## src/rtl/scrambler_frame_ctrl_if.sv

```systemverilog
// Byte-stream bundle for the frame scrambler.
// The input side carries in_data, in_valid and in_ready. The output side
// carries out_data, out_valid, out_ready and out_last.
//   slave  : the scrambler. It consumes the input stream and produces the
//            output stream.
//   master : the environment. It is the byte source feeding the scrambler
//            and the line encoder draining it.
interface scrambler_frame_ctrl_if;
  logic [7:0] in_data;
  logic       in_valid;
  logic       in_ready;
  logic [7:0] out_data;
  logic       out_valid;
  logic       out_ready;
  logic       out_last;

  modport master (
    output in_data, in_valid, out_ready,
    input  in_ready, out_data, out_valid, out_last
  );

  modport slave (
    input  in_data, in_valid, out_ready,
    output in_ready, out_data, out_valid, out_last
  );
endinterface

```

## src/rtl/scrambler_frame_ctrl.sv

```systemverilog
// Frame controller and datapath for the additive scrambler x^15+x^14+1.
// It handles one frame at a time. For each frame it loads the seed, steps the
// 15-bit LFSR eight times per accepted byte, and counts bytes up to the
// programmed length. Because the scrambler is additive, the same path also
// descrambles.
//
// Ports:
//   clk        rising-edge clock
//   rst        asynchronous active-low reset
//   start      frame start pulse, sampled only in IDLE
//   seed       LFSR seed, captured on an accepted start (0 maps to SEED_ZERO_SUB)
//   frame_len  frame length minus one, captured on an accepted start
//   bypass     captured on start; data passes unmodified but the LFSR still steps
//   abort      synchronous frame abort, effective in any non-IDLE state
//   bus        byte streams (slave side): in_* input, out_* registered output
//   busy       high in any state other than IDLE
//   done       one-cycle pulse after the last byte leaves the output register
//   lfsr_state current LFSR contents
module scrambler_frame_ctrl #(
  parameter int unsigned LEN_W         = 8,
  parameter logic [14:0] SEED_ZERO_SUB = 15'h7FFF
) (
  input  logic                 clk,
  input  logic                 rst,
  input  logic                 start,
  input  logic [14:0]          seed,
  input  logic [LEN_W-1:0]     frame_len,
  input  logic                 bypass,
  input  logic                 abort,
  scrambler_frame_ctrl_if.slave bus,
  output logic                 busy,
  output logic                 done,
  output logic [14:0]          lfsr_state
);

  typedef enum logic [1:0] {
    ST_IDLE,
    ST_LOAD,
    ST_RUN,
    ST_DRAIN
  } state_t;

  state_t           state_q,     state_d;
  logic [14:0]      seed_q,      seed_d;
  logic             bypass_q,    bypass_d;
  logic [LEN_W-1:0] counter_q,   counter_d;
  logic [14:0]      lfsr_q,      lfsr_d;
  logic [7:0]       out_data_q,  out_data_d;
  logic             out_valid_q, out_valid_d;
  logic             out_last_q,  out_last_d;
  logic             done_q,      done_d;

  logic             in_ready_c;
  logic             accept;
  logic             out_xfer;
  logic [7:0]       mask;
  logic [14:0]      lfsr_next;

  // Eight serial LFSR steps unrolled into one cycle. Feedback bit n is the
  // mask for data bit n, so bit 0 of each byte is scrambled first.
  always_comb begin
    lfsr_next = lfsr_q;
    mask      = '0;
    for (int unsigned i = 0; i < 8; i++) begin
      mask[i]   = lfsr_next[14] ^ lfsr_next[13];
      lfsr_next = {lfsr_next[13:0], mask[i]};
    end
  end

  // in_ready is gated by abort. An abort therefore never coincides with a
  // completed input handshake, and the source keeps the byte it offered.
  assign in_ready_c = (state_q == ST_RUN) && !abort &&
                      (!out_valid_q || bus.out_ready);
  assign accept     = in_ready_c && bus.in_valid;
  assign out_xfer   = out_valid_q && bus.out_ready;

  always_comb begin
    state_d     = state_q;
    seed_d      = seed_q;
    bypass_d    = bypass_q;
    counter_d   = counter_q;
    lfsr_d      = lfsr_q;
    out_data_d  = out_data_q;
    out_valid_d = out_valid_q;
    out_last_d  = out_last_q;
    done_d      = 1'b0;

    unique case (state_q)
      ST_IDLE: begin
        if (start) begin
          seed_d    = (seed == '0) ? SEED_ZERO_SUB : seed;
          bypass_d  = bypass;
          counter_d = frame_len;
          state_d   = ST_LOAD;
        end
      end

      ST_LOAD: begin
        lfsr_d  = seed_q;
        state_d = ST_RUN;
      end

      ST_RUN: begin
        if (out_xfer) begin
          out_valid_d = 1'b0;
          out_last_d  = 1'b0;
        end
        // A new accept overrides the drain above, so the register reloads
        // and out_valid stays high.
        if (accept) begin
          out_data_d  = bypass_q ? bus.in_data : (bus.in_data ^ mask);
          out_valid_d = 1'b1;
          out_last_d  = (counter_q == '0);
          lfsr_d      = lfsr_next;
          if (counter_q == '0) begin
            state_d = ST_DRAIN;
          end else begin
            counter_d = counter_q - LEN_W'(1);
          end
        end
      end

      ST_DRAIN: begin
        if (out_xfer && out_last_q) begin
          done_d      = 1'b1;
          out_valid_d = 1'b0;
          out_last_d  = 1'b0;
          state_d     = ST_IDLE;
        end
      end

      default: state_d = ST_IDLE;
    endcase

    // abort wins over everything in a frame. The byte in the output register
    // is dropped, and the LFSR keeps its value (this also applies in LOAD).
    if (abort && (state_q != ST_IDLE)) begin
      state_d     = ST_IDLE;
      out_valid_d = 1'b0;
      out_last_d  = 1'b0;
      done_d      = 1'b0;
      lfsr_d      = lfsr_q;
      counter_d   = counter_q;
    end
  end

  always_ff @(posedge clk or negedge rst) begin
    if (!rst) begin
      state_q     <= ST_IDLE;
      seed_q      <= '0;
      bypass_q    <= 1'b0;
      counter_q   <= '0;
      lfsr_q      <= '0;
      out_data_q  <= '0;
      out_valid_q <= 1'b0;
      out_last_q  <= 1'b0;
      done_q      <= 1'b0;
    end else begin
      state_q     <= state_d;
      seed_q      <= seed_d;
      bypass_q    <= bypass_d;
      counter_q   <= counter_d;
      lfsr_q      <= lfsr_d;
      out_data_q  <= out_data_d;
      out_valid_q <= out_valid_d;
      out_last_q  <= out_last_d;
      done_q      <= done_d;
    end
  end

  assign bus.in_ready  = in_ready_c;
  assign bus.out_data  = out_data_q;
  assign bus.out_valid = out_valid_q;
  assign bus.out_last  = out_last_q;
  assign busy          = (state_q != ST_IDLE);
  assign done          = done_q;
  assign lfsr_state    = lfsr_q;

endmodule
```

## src/flat_wrapper.sv

```systemverilog
// flat-port wrapper written by rule: the top's interface ports become plain ports
module scrambler_frame_ctrl_flat 
#(
  parameter int unsigned LEN_W         = 8,
  parameter logic [14:0] SEED_ZERO_SUB = 15'h7FFF
)
  (clk, rst, start, seed, frame_len, bypass, abort, busy, done, lfsr_state, bus_in_data, bus_in_valid, bus_out_ready, bus_in_ready, bus_out_data, bus_out_valid, bus_out_last);
  scrambler_frame_ctrl_if bus_i ();
  input  logic clk;
  input  logic rst;
  input  logic start;
  input  logic [14:0] seed;
  input  logic [LEN_W-1:0] frame_len;
  input  logic bypass;
  input  logic abort;
  output logic busy;
  output logic done;
  output logic [14:0] lfsr_state;
  input wire logic [$bits(bus_i.in_data)-1:0] bus_in_data;
  input wire logic [$bits(bus_i.in_valid)-1:0] bus_in_valid;
  input wire logic [$bits(bus_i.out_ready)-1:0] bus_out_ready;
  output wire logic [$bits(bus_i.in_ready)-1:0] bus_in_ready;
  output wire logic [$bits(bus_i.out_data)-1:0] bus_out_data;
  output wire logic [$bits(bus_i.out_valid)-1:0] bus_out_valid;
  output wire logic [$bits(bus_i.out_last)-1:0] bus_out_last;
  assign bus_i.in_data = bus_in_data;
  assign bus_i.in_valid = bus_in_valid;
  assign bus_i.out_ready = bus_out_ready;
  assign bus_in_ready = bus_i.in_ready;
  assign bus_out_data = bus_i.out_data;
  assign bus_out_valid = bus_i.out_valid;
  assign bus_out_last = bus_i.out_last;
  scrambler_frame_ctrl #(.LEN_W(LEN_W), .SEED_ZERO_SUB(SEED_ZERO_SUB)) u_core (.clk(clk), .rst(rst), .start(start), .seed(seed), .frame_len(frame_len), .bypass(bypass), .abort(abort), .bus(bus_i), .busy(busy), .done(done), .lfsr_state(lfsr_state));
endmodule
```

## config.mk

```make
export PLATFORM = sky130hd
export DESIGN_NAME = scrambler_frame_ctrl_flat
export DESIGN_NICKNAME = d
export VERILOG_FILES = /design/src/rtl/scrambler_frame_ctrl_if.sv /design/src/rtl/scrambler_frame_ctrl.sv /design/src/flat_wrapper.sv
export SDC_FILE = /design/constraint.sdc
export NUM_CORES = 1
export LEC_CHECK = 0
export BUFFER_PORTS_ARGS = -buffer_cell sky130_fd_sc_hd__buf_2
export CORE_MARGIN = 4
export CORE_UTILIZATION = 35
export DETAILED_ROUTE_END_ITERATION = 12
export MAX_ROUTING_LAYER = met4
export SLEW_MARGIN = 15
export SYNTH_ARGS = -nofsm -noshare
export SYNTH_HDL_FRONTEND = slang
export SYNTH_SLANG_ARGS = --single-unit
```

## constraint.sdc

```tcl
create_clock -name clk -period 2.4 [get_ports clk]
set_input_delay 0.12 -clock clk [delete_from_list [all_inputs] [get_ports clk]]
set_output_delay 0.12 -clock clk [all_outputs]
set_load 0.05 [all_outputs]
```

==> impl_metrics.toml, run 1 <==
[floorplan]
rows = 31
die_y_um = 94.8
core_um2 = 7290
initial_core_util_pct = 36.2
die_w_um = 94.8
dieArea_um2 = 8990
io_pins = 66

[timing]
finalCriticalPeriod_ps = 1970
fmax_mhz = 508
finalMaxSlewViolations = 0
setup_violations = 0
hold_viol_final = 0
finalCritPeriodShare_pct = 82.0
skew_ps = 11.0
finalSetupTns_ps = 0
slew_headroom_pct = 60.9
rsz0062_at_grt = "false"
setup_slack_ps = 432
whs_ps = 33.9
tightest_slew_ps = 587

[placement]
post_dp_cell_area_um2 = 3080
dpl_worst_slack_ps = 443
globalplace.congestion = 0.801
port_buffers = 65
post-dp-hpwl_um = 4820

[route]
drc = 0
ant_nets = 0
wl_um = 6380
routed_via_density = 5.05
drt_pass1_iterations = 5
dr_total_vias = 2161
wl_per_cell_um = 14.9
drtIter0Drc = 74

[final_layout]
n_antenna_cell = 0
drive_gt1_share_pct = 24.6
areaGrowthSynthToFinish_pct = 21.3
stdcell_area_um2 = 3200
mostFrequentLayoutCell = "buf_2"
layout_common_cells = "buf_2 (65), dfrtp_1 (52), nor2_1 (34)"
nets = 371

[yosys]
ys_seq_area_share_pct = 49.3
syn_inst = 264
synth_cell_types = 38
synth_area_um2 = 2640
syn_area_per_cell_um2 = 9.99
ys_ff_latch = 52
yosys_warnings = 0
syn_nets = 307

[global_routing]
grt_max_degree = 35
grt_overflow = 0
grt_first_pass_wirelength_um = 10400
track_usage_pct = 15.3
grt_pass1_vias = 2120
antenna_found_initial = 0

[hold_path]
hp-class = "in -> reg"

[pwr]
powerDensity_nw_per_um2 = 1560
pwr-share-comb_pct = 53.9
total_power_mw = 4.98
power_frac_seq_pct = 33.9
internal_power_mw = 2.57
ir_worst_vdd_uv = 430
clkPwrFrac_pct = 12.2
power_switching_mw = 2.42
p_sw_share_pct = 48.5
leakagePower_nw = 1.42

[worst_setup_path]
start_kind = "register"
endpoint_kind = "register"
cp_data_required_time_ps = 2590
path_max_fanout = 22
cp.arrival_ps = 2160
worstSetupPathType = "reg -> reg"

[clock_tree]
h-tree-depth = 2
clockBufferDepth = 2
cts-root-buf = "clkbuf_8"
postCtsSetupBuffers = 0
cts-buffers-inserted = 5
path_clk_slew_ps = 100
cts.sinks = 52
cts_tree = "done"
insertion_delay_ps = 310

[run]
cap_violations = 0

[outcome]
status = "finished clean"
## path summary, 6_finish.rpt
path	cells after the start	slack, ps	from	end
min	2	30	seed[6]	u_core.seed_q[6]$_DFFE_PN0P_
min in group asynchronous	2	340	rst	u_core.bus.out_data[1]$_DFFE_PN0P_
max reg2reg	7	430	u_core.state_q[0]$_DFFE_PN0P_	u_core.lfsr_state[1]$_DFFE_PN0P_
max	7	430	u_core.state_q[0]$_DFFE_PN0P_	u_core.lfsr_state[1]$_DFFE_PN0P_
max in group asynchronous	3	1500	rst	u_core.done$_DFF_PN0_
min reg2reg	2	480	u_core.bus.out_data[6]$_DFFE_PN0P_	u_core.bus.out_data[6]$_DFFE_PN0P_
## what timing repair did
action	4_1_cts	5_1_grt
hold buffers	1	0
endpoints found under the hold margin	24	0
resized for setup	0	0
## stage by stage
stage | instances | util (%)
after floorplan | 264 | -
after global placement | 419 | 42.2
after detailed placement | 419 | 42.2
after CTS | 428 | 43.9
after global routing | 428 | 43.9
final | 428 | 43.9
## Yosys cell counts
| library cell | count | area, um^2 |
|---|---|---|
| nand2b_1 | 4 | 25.0 |
| nand2_1 | 23 | 86.3 |
| clkbuf_1 | 7 | 26.3 |
| buf_1 | 2 | 7.51 |
| mux2i_1 | 12 | 120 |
| dfrtp_1 | 52 | 1300 |
| ha_1 | 5 | 62.6 |
| a31oi_1 | 1 | 6.26 |
| buf_2 | 5 | 25.0 |
| nor4_1 | 5 | 31.3 |
| a41oi_1 | 1 | 8.76 |
| a211oi_1 | 2 | 15.0 |
| nor2_1 | 34 | 128 |
| and2b_1 | 1 | 7.51 |
| mux2_1 | 6 | 67.6 |
| nor3_1 | 6 | 30.0 |
| o21ai_0 | 5 | 25.0 |
| a41o_1 | 1 | 10.0 |
| o21ai_1 | 5 | 25.0 |
| mux2_2 | 2 | 22.5 |
| nand4_1 | 2 | 12.5 |
| a21oi_1 | 23 | 115 |
| and2_1 | 2 | 12.5 |
| a21o_1 | 1 | 7.51 |
| and4_1 | 1 | 8.76 |
| o21a_1 | 2 | 15.0 |
| nor4_4 | 1 | 21.3 |
| o22ai_1 | 6 | 37.5 |
| inv_1 | 6 | 22.5 |
| a22o_1 | 1 | 8.76 |
| o22a_1 | 15 | 131 |
| and4b_4 | 1 | 13.8 |
| a311oi_1 | 1 | 8.76 |
| xnor2_1 | 16 | 140 |
| and3_1 | 2 | 12.5 |
| a32oi_1 | 1 | 8.76 |
| and4b_1 | 2 | 20.0 |
| nand3_1 | 2 | 10.0 |
## worst max-delay path, cell delays in order, from the launching register on
cell and delay (ps):
dfrtp_1 400, inv_1 80, ha_1 160, and2b_1 170, nand3_1 200, a21oi_1 200
buf_4 270, mux2_2 370
## power by group through the flow
stage / registers (mW) / clock network (mW) / logic [mW]
final: 1.69 / 0.610 / 2.69
after detailed placement: 1.71 / 0 / 2.70
after floorplan: 2.25 / 0 / 1.50
after CTS: 1.69 / 0.634 / 2.71
after global routing: 1.75 / 0.662 / 2.95
after global placement: 1.68 / 0 / 2.66
## cells by family (layout without fill, tap and decap cells)
| logic type | after synthesis | in the layout | synth area share, % |
|---|---|---|---|
| AOI/OAI and AO/OA | 65 | 65 | 16.0 |
| xor gates and xnor gates | 16 | 16 | 5.31 |
| adders and majority gates | 5 | 5 | 2.37 |
| buffers and inverters | 20 | 85 | 3.08 |
| DFF | 52 | 52 | 49.3 |
| muxes | 20 | 20 | 7.97 |
| and+or+nand+nor | 86 | 86 | 15.9 |
## per-layer routing
metal,share of wire (%),vias to the layer above,track usage [%]
li1,-,1071,-
met2,47,48,23.4
met1,48,1036,20.7
met3,4.3,6,2.87
met4,1.2,0,4.33
met5,0,-,-
## flip-flops by register name, summed over array words and instances (netlist names)
name / count
u_core.lfsr_state: 15
u_core.counter_q: 8
u_core.bus.out_valid: 1
u_core.bus.out_last: 1
u_core.done: 1
u_core.bypass_q: 1
u_core.state_q: 2
u_core.seed_q: 15
u_core.bus.out_data: 8
## cell type report
class | count | area [um^2]
clock inverter | 2 | 38.8
fill | 745 | 4090
multi-input combinational | 192 | 1250
inverter | 6 | 22.5
tap | 99 | 124
sequential | 52 | 1300
clock buffer | 6 | 72.6
timing repair buffer | 71 | 385
(Power assumes the default switching activity.)
==> run 2, diff against run 1 <==
==> constraint.sdc (replaced) <==
create_clock -name clk -period 1.7 [get_ports clk]
set_input_delay 0.085 -clock clk [delete_from_list [all_inputs] [get_ports clk]]
set_output_delay 0.085 -clock clk [all_outputs]
set_load 0.05 [all_outputs]
==> run 2 against run 1 <==
The run now ends with setup timing left; design area is 14% higher; sequential share of layout area is 4.8 points lower; highest routed layer unchanged; final cell count is 8.4% higher; critical endpoint is now u_core.counter_q[4]$_DFFE_PN0P_.
==> impl_metrics.toml, run 2 (synthesized netlist as in run 1, its figures left out) <==
[clock_tree]
path_clk_slew_ps = 110
cts-root-buf = "clkbuf_8"
cts_tree = "done"
h-tree-depth = 2
insertion_delay_ps = 310
clockBufferDepth = 2
cts.sinks = 52
cts-buffers-inserted = 5

[hold_path]
hp-class = "in -> reg"
hold-path-cell-count = 2

[placement]
post-dp-hpwl_um = 5160
globalplace.congestion = 0.851
port_buffers = 65
post_dp_cell_area_um2 = 3310

[worst_setup_path]
slowest_delay_ps = 460
path_max_fanout = 3
start_kind = "register"
cp_slowest_cell = "dfrtp_2"
worstPathBufferInverterCount = 1
critPathTopFamily = "simple AND/OR/NAND/NOR gates"
endpoint_kind = "register"
worstSetupPathType = "reg -> reg"
cp_cell_sequence = "nor4_4 -> and4b_2 -> buf_6 -> and4b_1 -> mux2i_1 -> a21oi_1"
cp_data_required_time_ps = 1900
ff2ff_path_depth = 6
cp.depth = 6
cp.arrival_ps = 1950

[timing]
finalCriticalPeriod_ps = 1750
finalMaxSlewViolations = 0
rsz0062_at_grt = "true"
setup_slack_ps = -52.3
slew_headroom_pct = 70.1
hold_viol_final = 0
skew_ps = 11.4
fmax_mhz = 571
tightest_slew_ps = 449
finalCritPeriodShare_pct = 103
setup_violations = 3

[global_routing]
grt_first_pass_wirelength_um = 11000
grt_max_degree = 36
grt_overflow = 0
grt_pass1_vias = 2232
antenna_found_initial = 0
track_usage_pct = 16.1

[run]
cap_violations = 0

[final_layout]
layout_common_cells = "buf_2 (65), dfrtp_1 (51), nor2_1 (33)"
areaGrowthSynthToFinish_pct = 37.8
n_antenna_cell = 0
mostFrequentLayoutCell = "buf_2"
stdcell_area_um2 = 3630
drive_gt1_share_pct = 39.5
utilization_pct = 49.8
nets = 407

[route]
drt_pass1_iterations = 4
wl_per_cell_um = 14.9
routed_via_density = 4.97
dr_total_vias = 2306
wl_um = 6900
ant_nets = 0
drc = 0
drtIter0Drc = 55

[floorplan]
core_um2 = 7290
die_y_um = 94.8
io_pins = 66
die_w_um = 94.8
initial_core_util_pct = 36.2
rows = 31
dieArea_um2 = 8990

[outcome]
status = "finished with violations"
violations = "setup timing"

[pwr]
leakagePower_nw = 1.62
ir_worst_vdd_uv = 746
powerDensity_nw_per_um2 = 2160
==> run 2: repair_timing <==
item,in CTS,in global routing
hold buffers,5,1
setup endpoints to repair,10,34
resized for setup,5,25
hold endpoints to repair,21,1
buffers inserted,2,6
pin swaps,0,12
==> run 2: path summary, 6_finish.rpt <==
kind                                                    start                                 end  slack, ps
max                           u_core.counter_q[2]$_DFFE_PN0P_     u_core.counter_q[4]$_DFFE_PN0P_        -50
min                                                  seed[12]       u_core.seed_q[12]$_DFFE_PN0P_          4
max reg2reg                   u_core.counter_q[2]$_DFFE_PN0P_     u_core.counter_q[4]$_DFFE_PN0P_        -50
min reg2reg                u_core.bus.out_data[0]$_DFFE_PN0P_  u_core.bus.out_data[0]$_DFFE_PN0P_        480
max in group asynchronous                                 rst    u_core.lfsr_state[2]$_DFFE_PN0P_        910
min in group asynchronous                                 rst     u_core.counter_q[5]$_DFFE_PN0P_        240
==> run 2: layout make-up <==
type,count,area [um^2]
Fill cell,720,3660
Multi-Input combinational cell,192,1390
Sequential cell,52,1300
Timing Repair Buffer,107,699
Tap cell,99,124
Clock buffer,5,68.8
Inverter,6,26.3
Clock inverter,3,21.3
==> run 2: per-layer routing <==
layer,global-route usage [%],vias to the layer above,wire (um)
met5,-,-,0
met4,4.09,0,58
met3,2.71,5,271
met2,24.8,51,3330
met1,22.0,1111,3240
li1,-,1139,-
==> run 2: power breakdown <==
part	switching (mW)	total, mW	internal [mW]	leakage, nW
sequential	0.513	2.34	1.83	0.597
combinational	2.76	4.77	2.01	0.974
clock	0.439	0.733	0.294	0.0445
total	3.71	7.85	4.13	1.62
==> run 2: worst reg2reg max path, stage by stage, from the launching register on <==
cell and delay, ps:
dfrtp_2 460, nor4_4 320, and4b_2 320, buf_6 120, and4b_1 200, mux2i_1 150, a21oi_1 90
==> run 2: through the flow <==
step	setup WS (ps)	setup TNS [ps]	total power, mW	hold WS, ps	cells
global placement	28.5	0	6.64	60.8	442
finish	-52.3	-70.5	7.85	3.90	464
CTS	1.39	0	7.55	1.26	457
detailed placement	-38.8	-223	6.71	64.6	442
global route	-95.0	-1010	8.40	1.69	464
floorplan	-117	-595	5.46	-211	264
==> run 3, diff against run 2 <==
--- a/config.mk
+++ b/config.mk
@@ -5,11 +5,12 @@
 export SDC_FILE = /design/constraint.sdc
 export NUM_CORES = 1
 export LEC_CHECK = 0
+export ABC_AREA = 1
 export BUFFER_PORTS_ARGS = -buffer_cell sky130_fd_sc_hd__buf_2
 export CORE_MARGIN = 4
 export CORE_UTILIZATION = 35
 export DETAILED_ROUTE_END_ITERATION = 12
-export MAX_ROUTING_LAYER = met4
+export GPL_TIMING_DRIVEN = 0
 export SLEW_MARGIN = 15
 export SYNTH_ARGS = -nofsm -noshare
 export SYNTH_HDL_FRONTEND = slang
==> run 3 against run 2 <==
The run now ends clean; sequential share of layout area rose by 0.31 points; combinational power rose by 0.8%; synthesized area rose by 6.4%; via count rose by 13%; die area rose by 5.9%; register-to-register slack improved by 110 ps; hold slack improved by 24 ps; synthesized cell count rose by 40%; clock power rose by 20%; worst setup slack improved by 110 ps; first-iteration DRC count rose by 53%.
==> impl_metrics.toml, run 3 <==
[outcome]
status = "finished clean"

[timing]
finalSetupTns_ps = 0
setup_violations = 0
tightest_slew_ps = 690
finalMaxSlewViolations = 0
finalCriticalPeriod_ps = 1650
rsz0062_at_grt = "true"
fmax_mhz = 607
whs_ps = 27.6
setup_slack_ps = 53.1
skew_ps = 7.60
finalCritPeriodShare_pct = 96.9
slew_headroom_pct = 54.0
hold_viol_final = 0

[hold_path]
hp-class = "in -> reg"
hold-path-cell-count = 3
worstHoldEndpoint = "u_core.bypass_q$_DFFE_PN0P_"
min-delay-start = "bypass"

[floorplan]
dieArea_um2 = 9520
die_y_um = 97.5
rows = 32
die_w_um = 97.5
core_um2 = 7770
initial_core_util_pct = 36.1
io_pins = 66

[final_layout]
seqCellArea_um2 = 1300
multi_input_area_um2 = 1400
areaGrowthSynthToFinish_pct = 28.4
num-fill-cells = 809
layout_common_cells = "nand2_1 (105), buf_2 (64), dfrtp_1 (51)"
mostFrequentLayoutCell = "nand2_1"
utilization_pct = 46.4
n_antenna_cell = 0
drive_gt1_share_pct = 25.4
nets = 494

[route]
wl_um = 7470
wl_per_cell_um = 13.5
routed_via_density = 4.71
drt_pass1_iterations = 4
dr_total_vias = 2612
drc = 0
drtIter0Drc = 84
ant_nets = 0

[placement]
globalplace.congestion = 0.850
post-dp-hpwl_um = 5510
dpl_worst_slack_ps = -127
port_buffers = 65

[worst_setup_path]
r2r_end = "u_core.counter_q[3]$_DFFE_PN0P_"
ff2ff_path_depth = 10
timing.rr.start = "u_core.state_q[0]$_DFFE_PN0P_"
reg2reg_slack_ps = 50
path_max_fanout = 6
cp_data_required_time_ps = 1910
start_kind = "register"
worstSetupPathType = "reg -> reg"
endpoint_kind = "register"
cp.arrival_ps = 1850

[clock_tree]
cts_tree = "done"
clockBufferDepth = 2
cts.sinks = 52
h-tree-depth = 2
cts-root-buf = "clkbuf_8"
cts-buffers-inserted = 5
insertion_delay_ps = 310
path_clk_slew_ps = 100

[yosys]
synth_ff_type = "dfrtp_1"
synth_top_area_cell = "dfrtp_1"
synth_edf_count = 0
async_flop_share_pct = 100
ys_ff_latch = 52
syn_inst = 369
synth_cell_types = 27
yosys_warnings = 0
synth_area_um2 = 2810
synth_common_cells = "nand2_1 (112), dfrtp_1 (52), nor2_1 (38)"
synth.most_common_cell = "nand2_1"
ys_seq_area_share_pct = 46.4
synth_top_cell_area_share_pct = 46.4
netlist_top_cells_area = "dfrtp_1 (46%), nand2_1 (15%), o21ai_0 (6.1%)"
syn_area_per_cell_um2 = 7.61
syn_nets = 412

[pwr]
powerDensity_nw_per_um2 = 2210
leakagePower_nw = 1.88
total_power_mw = 7.96
ir_worst_vdd_uv = 566

[global_routing]
grt_first_pass_wirelength_um = 12100
track_usage_pct = 15.3
grt_overflow = 0
grt_pass1_vias = 2492
antenna_found_initial = 0
grt_max_degree = 53

[run]
cap_violations = 0
-- run 3: changes by cell type after synthesis, moves of 11 or more --
cell	delta
a21oi_1	-19
a22oi_1	+14
inv_1	+29
mux2i_1	-11
nand2_1	+89
nand3_1	+18
o21ai_0	+29
o22a_1	-15
xnor2_1	-11
-- run 3: kinds of logic after synthesis --
kind of cell,synth area share (%)
AOI/OAI and AO/OA,12.8
xor gates and xnor gates,4.06
adders and majority gates,2.23
buffers and inverters,7.31
DFF,46.4
muxes,0.357
and+or+nand+nor,26.8
-- run 3: power breakdown --
group	internal [mW]	switching (mW)	total (mW)	leakage (nW)
registers	1.84	0.433	2.27	0.617
logic	1.61	3.20	4.81	1.21
clock network	0.446	0.431	0.877	0.0558
total	3.89	4.07	7.96	1.88
-- run 3: stage by stage --
stage | cell area (um^2) | cells
after floorplan | 2870 | 369
after global placement | 3330 | 536
after detailed placement | 3330 | 536
after CTS | 3470 | 545
after global routing | 3600 | 554
final | 3600 | 554
-- run 3: metal layers --
| layer | part of all wire [%] | global-route usage [%] |
|---|---|---|
| met1 | 48 | 22.0 |
| met2 | 45 | 23.3 |
| met3 | 5.7 | 3.59 |
| met4 | 0.88 | 3.51 |
| met5 | 0 | 0 |
-- run 3: worst max-delay path, cell delays in order, from the launching register on --
cell and delay, ps:
dfrtp_1 420, inv_2 110, ha_4 160, inv_6 50, nor2_4 140, nand3_4 130
nand2_4 110, nand2_4 60, nor2_4 140, buf_4 170, o21ai_1 60
-- run 3: worst max-delay path by stage --
stage / from / endpoint / cells after the start
2_1_floorplan: u_core.state_q[1]$_DFFE_PN0P_ / u_core.counter_q[0]$_DFFE_PN0P_ / 11
3_3_place_gp: u_core.state_q[0]$_DFFE_PN0P_ / u_core.counter_q[7]$_DFFE_PN0P_ / 10
3_5_place_dp: u_core.state_q[0]$_DFFE_PN0P_ / u_core.counter_q[7]$_DFFE_PN0P_ / 10
4_1_cts: u_core.state_q[0]$_DFFE_PN0P_ / u_core.counter_q[1]$_DFFE_PN0P_ / 11
5_1_grt: u_core.state_q[0]$_DFFE_PN0P_ / u_core.counter_q[1]$_DFFE_PN0P_ / 11
6_report: u_core.state_q[0]$_DFFE_PN0P_ / u_core.counter_q[3]$_DFFE_PN0P_ / 10
-- run 3: what timing repair did --
item                                    in CTS  in global routing
hold buffers                                 1                  0
endpoints found under the setup margin      26                 29
resized for setup                            5                 24
hold endpoints to repair                    52                  0
cloned                                       0                  1
pin swaps                                    0                  9
setup buffers                                0                  8
-- run 3: layout make-up --
| class | count | share of cell area (%) |
|---|---|---|
| buffer | 15 | 2.99 |
| clock buffer | 6 | 2.01 |
| clock inverter | 2 | 1.08 |
| inverter | 37 | 4.10 |
| multi-input combinational | 265 | 38.8 |
| sequential | 52 | 36.1 |
| tap | 102 | 3.54 |
| timing repair buffer | 75 | 11.3 |
